## src/rtl/main_control_pkg.sv

```systemverilog
// Shared definitions for the multi-cycle MIPS main control FSM.
// Latency: n/a (types, constants and one pure helper function).
// Backpressure: n/a.
package main_control_pkg;

    // Instruction opcodes (IR[31:26])
    localparam logic [5:0] OP_RTYPE = 6'b000000;
    localparam logic [5:0] OP_ADDI  = 6'b001000;
    localparam logic [5:0] OP_ANDI  = 6'b001100;
    localparam logic [5:0] OP_ORI   = 6'b001101;
    localparam logic [5:0] OP_SLTI  = 6'b001010;
    localparam logic [5:0] OP_LW    = 6'b100011;
    localparam logic [5:0] OP_SW    = 6'b101011;
    localparam logic [5:0] OP_BEQ   = 6'b000100;
    localparam logic [5:0] OP_J     = 6'b000010;

    // ALU op codes handed to the ALU control block
    localparam logic [2:0] UC_ADD   = 3'b000;
    localparam logic [2:0] UC_SLT   = 3'b010;
    localparam logic [2:0] UC_AND   = 3'b101;
    localparam logic [2:0] UC_OR    = 3'b110;
    localparam logic [2:0] UC_RTYPE = 3'b111;

    // PC source mux selects
    localparam logic [1:0] PCSRC_ALU    = 2'b00;
    localparam logic [1:0] PCSRC_ALUOUT = 2'b01;
    localparam logic [1:0] PCSRC_JUMP   = 2'b10;

    // ALU operand B mux selects
    localparam logic [1:0] SRCB_B       = 2'b00;
    localparam logic [1:0] SRCB_FOUR    = 2'b01;
    localparam logic [1:0] SRCB_IMM     = 2'b10;
    localparam logic [1:0] SRCB_IMM_SH2 = 2'b11;

    typedef enum logic [3:0] {
        ST_FETCH,
        ST_DECODE,
        ST_EXEC_R,
        ST_WB_R,
        ST_EXEC_I,
        ST_WB_I,
        ST_MEM_ADDR,
        ST_MEM_RD,
        ST_MEM_WB,
        ST_MEM_WR,
        ST_BRANCH,
        ST_JUMP,
        ST_HALT
    } state_e;

    typedef enum logic [2:0] {
        CLS_R,
        CLS_I,
        CLS_LW,
        CLS_SW,
        CLS_BEQ,
        CLS_J,
        CLS_ILLEGAL
    } op_class_e;

    // Every datapath control the FSM drives from its state register.
    typedef struct packed {
        logic [2:0] uc;
        logic       pc_write;
        logic       pc_write_cond;
        logic [1:0] pc_src;
        logic       mem_read;
        logic       mem_write;
        logic       iord;
        logic       reg_write;
        logic       reg_dst;
        logic       mem_to_reg;
        logic       alu_srca;
        logic [1:0] alu_srcb;
        logic       halted;
    } ctrl_t;

    // Moore output table: controls for a given state. iuc is the I-type ALU
    // op captured at decode; it only matters in EXEC_I.
    function automatic ctrl_t state_ctrl(state_e st, logic [2:0] iuc);
        ctrl_t c;
        c = '0;
        case (st)
            ST_FETCH: begin
                c.mem_read = 1'b1;
                c.alu_srcb = SRCB_FOUR;
                c.uc       = UC_ADD;
            end
            ST_DECODE: begin
                // Branch target computed speculatively into ALUOut
                c.alu_srcb = SRCB_IMM_SH2;
                c.uc       = UC_ADD;
            end
            ST_EXEC_R: begin
                c.alu_srca = 1'b1;
                c.alu_srcb = SRCB_B;
                c.uc       = UC_RTYPE;
            end
            ST_WB_R: begin
                c.reg_write = 1'b1;
                c.reg_dst   = 1'b1;
            end
            ST_EXEC_I: begin
                c.alu_srca = 1'b1;
                c.alu_srcb = SRCB_IMM;
                c.uc       = iuc;
            end
            ST_WB_I: begin
                c.reg_write = 1'b1;
            end
            ST_MEM_ADDR: begin
                c.alu_srca = 1'b1;
                c.alu_srcb = SRCB_IMM;
                c.uc       = UC_ADD;
            end
            ST_MEM_RD: begin
                c.mem_read = 1'b1;
                c.iord     = 1'b1;
            end
            ST_MEM_WB: begin
                c.reg_write  = 1'b1;
                c.mem_to_reg = 1'b1;
            end
            ST_MEM_WR: begin
                c.mem_write = 1'b1;
                c.iord      = 1'b1;
            end
            ST_BRANCH: begin
                c.alu_srca      = 1'b1;
                c.pc_write_cond = 1'b1;
                c.pc_src        = PCSRC_ALUOUT;
            end
            ST_JUMP: begin
                c.pc_write = 1'b1;
                c.pc_src   = PCSRC_JUMP;
            end
            ST_HALT: begin
                c.halted = 1'b1;
            end
            default: c = '0;
        endcase
        return c;
    endfunction

endpackage

```

## src/rtl/main_control_opcode_decode.sv

```systemverilog
// Combinational opcode classifier: opcode -> instruction class and I-type ALU op.
// Latency: 0 cycles (pure combinational).
// Backpressure: none; the FSM samples the outputs only in DECODE.
module opcode_decode
    import main_control_pkg::*;
(
    input  logic [5:0] opcode_i,
    output op_class_e  op_class_o,
    output logic [2:0] iuc_o
);

    // Map each supported opcode to its class; anything unrecognised is illegal.
    always_comb begin
        op_class_o = CLS_ILLEGAL;
        iuc_o      = UC_ADD;
        case (opcode_i)
            OP_RTYPE: op_class_o = CLS_R;
            OP_ADDI: begin
                op_class_o = CLS_I;
                iuc_o      = UC_ADD;
            end
            OP_ANDI: begin
                op_class_o = CLS_I;
                iuc_o      = UC_AND;
            end
            OP_ORI: begin
                op_class_o = CLS_I;
                iuc_o      = UC_OR;
            end
            OP_SLTI: begin
                op_class_o = CLS_I;
                iuc_o      = UC_SLT;
            end
            OP_LW:   op_class_o = CLS_LW;
            OP_SW:   op_class_o = CLS_SW;
            OP_BEQ:  op_class_o = CLS_BEQ;
            OP_J:    op_class_o = CLS_J;
            default: op_class_o = CLS_ILLEGAL;
        endcase
    end

endmodule

```

## src/rtl/main_control.sv

```systemverilog
// Multi-cycle MIPS main control FSM; optional illegal-opcode trap via MAIN_CONTROL_ILLEGAL_TRAP_EN.
// Latency: 3 (BEQ/J), 4 (R/I/SW), 5 (LW) cycles per instruction with mem_ready held high.
// Backpressure: FETCH, MEM_RD and MEM_WR hold with stable strobes while mem_ready is low.
module main_control
    import main_control_pkg::*;
(
    input  logic       clk,
    input  logic       rst_n,
    input  logic [5:0] opcode,
    input  logic       rs_eq_rt,
    input  logic       mem_ready,
    output logic [2:0] uc,
    output logic       pc_write,
    output logic       pc_write_cond,
    output logic [1:0] pc_src,
    output logic       ir_write,
    output logic       mem_read,
    output logic       mem_write,
    output logic       iord,
    output logic       reg_write,
    output logic       reg_dst,
    output logic       mem_to_reg,
    output logic       alu_srca,
    output logic [1:0] alu_srcb,
    output logic       halted
);

    state_e     state_q, state_d;
    op_class_e  class_q, class_d;
    logic [2:0] iuc_q, iuc_d;
    ctrl_t      ctrl_q;
    op_class_e  dec_class;
    logic [2:0] dec_iuc;
    logic       fetch_done;

    // The equality flag gates the PC load inside the datapath, not here.
    logic unused_rs_eq_rt;
    assign unused_rs_eq_rt = rs_eq_rt;

    opcode_decode u_opcode_decode (
        .opcode_i   (opcode),
        .op_class_o (dec_class),
        .iuc_o      (dec_iuc)
    );

    // Class and I-type ALU op are captured in DECODE so a later IR change is ignored.
    assign class_d = (state_q == ST_DECODE) ? dec_class : class_q;
    assign iuc_d   = (state_q == ST_DECODE) ? dec_iuc   : iuc_q;

    // Next-state sequencing through fetch, decode, execute, memory and write-back.
    always_comb begin
        state_d = state_q;
        case (state_q)
            ST_FETCH:    state_d = mem_ready ? ST_DECODE : ST_FETCH;
            ST_DECODE: begin
                case (dec_class)
                    CLS_R:   state_d = ST_EXEC_R;
                    CLS_I:   state_d = ST_EXEC_I;
                    CLS_LW,
                    CLS_SW:  state_d = ST_MEM_ADDR;
                    CLS_BEQ: state_d = ST_BRANCH;
                    CLS_J:   state_d = ST_JUMP;
`ifdef MAIN_CONTROL_ILLEGAL_TRAP_EN
                    default: state_d = ST_HALT;
`else
                    // Unknown opcode retires as a NOP
                    default: state_d = ST_FETCH;
`endif
                endcase
            end
            ST_EXEC_R:   state_d = ST_WB_R;
            ST_WB_R:     state_d = ST_FETCH;
            ST_EXEC_I:   state_d = ST_WB_I;
            ST_WB_I:     state_d = ST_FETCH;
            ST_MEM_ADDR: state_d = (class_q == CLS_LW) ? ST_MEM_RD : ST_MEM_WR;
            ST_MEM_RD:   state_d = mem_ready ? ST_MEM_WB : ST_MEM_RD;
            ST_MEM_WB:   state_d = ST_FETCH;
            ST_MEM_WR:   state_d = mem_ready ? ST_FETCH : ST_MEM_WR;
            ST_BRANCH:   state_d = ST_FETCH;
            ST_JUMP:     state_d = ST_FETCH;
            ST_HALT:     state_d = ST_HALT;
            default:     state_d = ST_FETCH;
        endcase
    end

    // State register plus registered Moore outputs decoded from the next state,
    // so the outputs always line up with state_q; reset lands directly in FETCH.
    always_ff @(posedge clk or negedge rst_n) begin
        if (!rst_n) begin
            state_q <= ST_FETCH;
            class_q <= CLS_ILLEGAL;
            iuc_q   <= UC_ADD;
            ctrl_q  <= state_ctrl(ST_FETCH, UC_ADD);
        end else begin
            state_q <= state_d;
            class_q <= class_d;
            iuc_q   <= iuc_d;
            ctrl_q  <= state_ctrl(state_d, iuc_d);
        end
    end

    // The instruction word and PC+4 are committed in the single FETCH cycle
    // where memory completes, giving exactly one pulse per instruction.
    assign fetch_done = (state_q == ST_FETCH) && mem_ready;

    assign uc            = ctrl_q.uc;
    assign pc_write      = ctrl_q.pc_write | fetch_done;
    assign pc_write_cond = ctrl_q.pc_write_cond;
    assign pc_src        = ctrl_q.pc_src;
    assign ir_write      = fetch_done;
    assign mem_read      = ctrl_q.mem_read;
    assign mem_write     = ctrl_q.mem_write;
    assign iord          = ctrl_q.iord;
    assign reg_write     = ctrl_q.reg_write;
    assign reg_dst       = ctrl_q.reg_dst;
    assign mem_to_reg    = ctrl_q.mem_to_reg;
    assign alu_srca      = ctrl_q.alu_srca;
    assign alu_srcb      = ctrl_q.alu_srcb;

`ifdef MAIN_CONTROL_ILLEGAL_TRAP_EN
    assign halted = ctrl_q.halted;
`else
    // HALT is unreachable without the trap, so the flag is tied low.
    logic unused_halted_q;
    assign unused_halted_q = ctrl_q.halted;
    assign halted          = 1'b0;
`endif

endmodule

```

## config.mk

```make
export PLATFORM = sky130hd
export DESIGN_NAME = main_control
export DESIGN_NICKNAME = d
export VERILOG_FILES = /design/src/rtl/main_control_pkg.sv /design/src/rtl/main_control_opcode_decode.sv /design/src/rtl/main_control.sv
export SDC_FILE = /design/constraint.sdc
export NUM_CORES = 1
export LEC_CHECK = 0
export ABC_AREA = 1
export BUFFER_PORTS_ARGS = -buffer_cell sky130_fd_sc_hd__buf_2
export CAP_MARGIN = 10
export CORE_UTILIZATION = 35
export DETAILED_ROUTE_END_ITERATION = 8
export GPL_TIMING_DRIVEN = 0
export PLACE_DENSITY_LB_ADDON = 0.12
export SETUP_SLACK_MARGIN = 0.05
export SLEW_MARGIN = 20
export SYNTH_ARGS = -nofsm -noshare
export SYNTH_HDL_FRONTEND = slang
export SYNTH_SLANG_ARGS = --single-unit
```

## constraint.sdc

```tcl
create_clock -name clk -period 1.5 [get_ports clk]
set_clock_uncertainty 0.15 [all_clocks]
set_input_delay 0.075 -clock clk [delete_from_list [all_inputs] [get_ports clk]]
set_output_delay 0.075 -clock clk [all_outputs]
set_load 0.01 [all_outputs]
```

==> results.md <==
* Violated checks: negative setup slack
* Starting density of the core at 0.379
* Gr ovfl total at 0
* Rel. slew slack at 0.643
* Sink Count at 24
* IO buf count at 25
* Worst path slowest cell: dfstp_2
* Max FFs per register at 4
* RePlAce Congestion at a little under 0.8
* Mapped cell area at ~1400 um2
* Die X at between 60 and 70 um
* Static leakage at 1.07 nW
* N_diodes at 0
* Number of DRC markers in iteration 0 at 47
* WHS at approximately 0.076 ns
* Worst path bufs/invs at 2
* Detailed Place HPWL at roughly 2100 um
* Met3 global-route usage at 0.0414
* Post-synth top area share at 0.348
* Clock Latency Late Sink at approximately 0.26 ns
* Largest delay share family, worst path: simple AND/OR/NAND/NOR gates
* Outcome: finished, violations left
* Crit path DAT at between 1.5 and 2 ns
* Max stage delay on crit path at roughly 0.53 ns
* PD cells at around 1600 nW/um2
* Routed vias at between 1000 and 1500
* Clock Path Buffers at 2
* Met2 usage at 0.286
* Chip Height at roughly 66 um
* First-pass GRT wire length at ~5600 um
* Leading area contributor after synthesis: dfrtp_1
* Fin. Hold Viols at 0
* Final WS setup at -0.235 ns
* Top reg by flops: state_q
* TritonCTS Buffers at 3
* Wirelength, routed at between 3000 and 4000 um
* Final Critical Period at ~1.7 ns
* Rows at 22
* #FFs+latches synth at 24
* CTS tree: built
* Crit-path max FO at 4
* Critical Path RT at 1.54 ns
* Share of cells above drive strength 1 at 0.590
* Grt peak-use layer: met2
* RSZ-0062 raised after global routing: yes
* Register area share after synthesis at 0.421
* Most frequent cells in the layout: 25 x nand2_1, 22 x buf_2, 19 x dfrtp_1
* DR WL/cell at around 12 um
* GRT Util Overall at 0.169
* Pwr Total at approximately 3.3 mW
* Layout Utilization at 0.545
* CTS H-tree depth at 1
* Ranking of synthesized cells by area: dfrtp_1 35%, nand2_1 8.6%, dfstp_2 7.3%, inv_1 5.2%, nand3_1 4.5%
* Antenna Nets Post-Route at 0
* Root Driver: clkbuf_8
* Peak VDD IR at between 1000 and 1500 uV
* Final setup viols at 14
* Crit path capture type: flop
* MaxCap Viol Count at 0
* Die footprint at ~4400 um2
* Type of the worst min-delay path: input pin to flop
* Largest net degree at the start of global routing at 25
* Vias/cell at ~5
* Crit path kind: flop to flop
* Worst setup SP type: flop
* Core area at around 3800 um2
* I/O Pins at 28
* Commonest non-fill, non-tap cell in the layout: nand2_1
* # nets final at roughly 230
* Slew Limit Fails at 0
* Flop-to-flop setup slack at -0.23 ns
* Remaining DRCs at 0
* Total negative setup slack at -2.68 ns
* Area Overhead vs Synth at 43.9%
* Clk pin slew, worst setup/hold paths at 0.08 ns
* Synth warn at 0
* GRT met1 Usage at 0.214
* Avg Cell Area, Syn at 8.62 um2
* TritonRoute pass-1 iters at 4
* Measured slew at the worst slew-check pin at ~0.54 ns
* Syn_nets at 180
* Period utilisation layout at 1.16
* Number of global-route vias before repair at 1279
* Cell Chain, Critical Path: inv_2 -> nand2_2 -> nor2_1 -> nand2_1 -> nand2_2 -> a21oi_4 -> nand2_4 -> nor2_4 -> inv_2 -> nor3_2
* Initial antenna violation count at 0
* Syn Inst Count at around 170
* Distinct cells, synth at 33
* FMAX at ~580 MHz
## kinds of logic (layout without fill, tap and decap cells)
logic type,Yosys count,after routing,synth area share
and+or+nand+nor,96,96,0.401
buffers and inverters,31,81,0.0877
DFF,24,24,0.421
AOI/OAI and AO/OA,12,12,0.0626
adders and majority gates,3,3,0.0261
other,1,1,0.00260
## what timing repair did
action                                  4_1_cts  5_1_grt
gates resized for setup                      25       21
endpoints found under the hold margin        26        0
endpoints found under the setup margin       20       21
buffers inserted                             14        4
pin swaps                                     8        8
hold buffers                                  3        0
## layer usage
metal  wire length [um]  up-vias
met2               1670       26
met3                131        8
met1               1410      623
met5                  0        -
met4                 55        0
li1                   -      631
## worst min-delay path: stages
cell	delay [ns]
clkbuf_4	0.15
nor2_4	0.05
nand3_2	0.08
a31oi_1	0.09
## power breakdown
group          internal [mW]  switching (mW)  total, mW
Sequential             0.875           0.112      0.987
Clock                  0.234           0.195      0.429
Combinational          0.781            1.07       1.85
Total                   1.89            1.37       3.26
## cell usage after synthesis, drive strengths merged
library cell / n
dfstp: 4
ha: 3
a31oi: 1
a211oi: 1
buf: 2
nand4: 8
o21ai: 4
o31ai: 2
nor3: 4
a21oi: 3
or2: 1
nand2: 41
nor2: 24
inv: 29
conb: 1
o21bai: 1
dfrtp: 20
nand3: 18
## path summary, 6_finish.rpt
check,start,end,cells past startpoint
worst min register to register,class_q[1],class_q[1],2
max in group asynchronous,rst_n,state_q[0],2
worst max-delay path,class_q[2],pc_src[1],10
min in group asynchronous,rst_n,iuc_q[1],2
worst min-delay path,opcode[0],iuc_q[1],4
worst max register to register,class_q[2],pc_src[1],10
## per-stage QoR
stage,instances,worst slack [ns],cell area (um2)
after global placement,240,-0.442,1680
final,265,-0.235,2070
after floorplan,167,-0.158,1490
after global routing,265,-0.382,2070
after detailed placement,240,-0.477,1680
after CTS,261,-0.221,1960
## area by class of cell
class | count | area (um2)
repair buffers | 46 | 313
inverters | 29 | 116
flip-flops and latches | 24 | 607
well taps | 48 | 60.1
plain buffers | 2 | 15.0
multi-input cells | 112 | 906
clock buffers | 4 | 55.1
fillers | 338 | 1730
(Power assumes the default switching activity.)
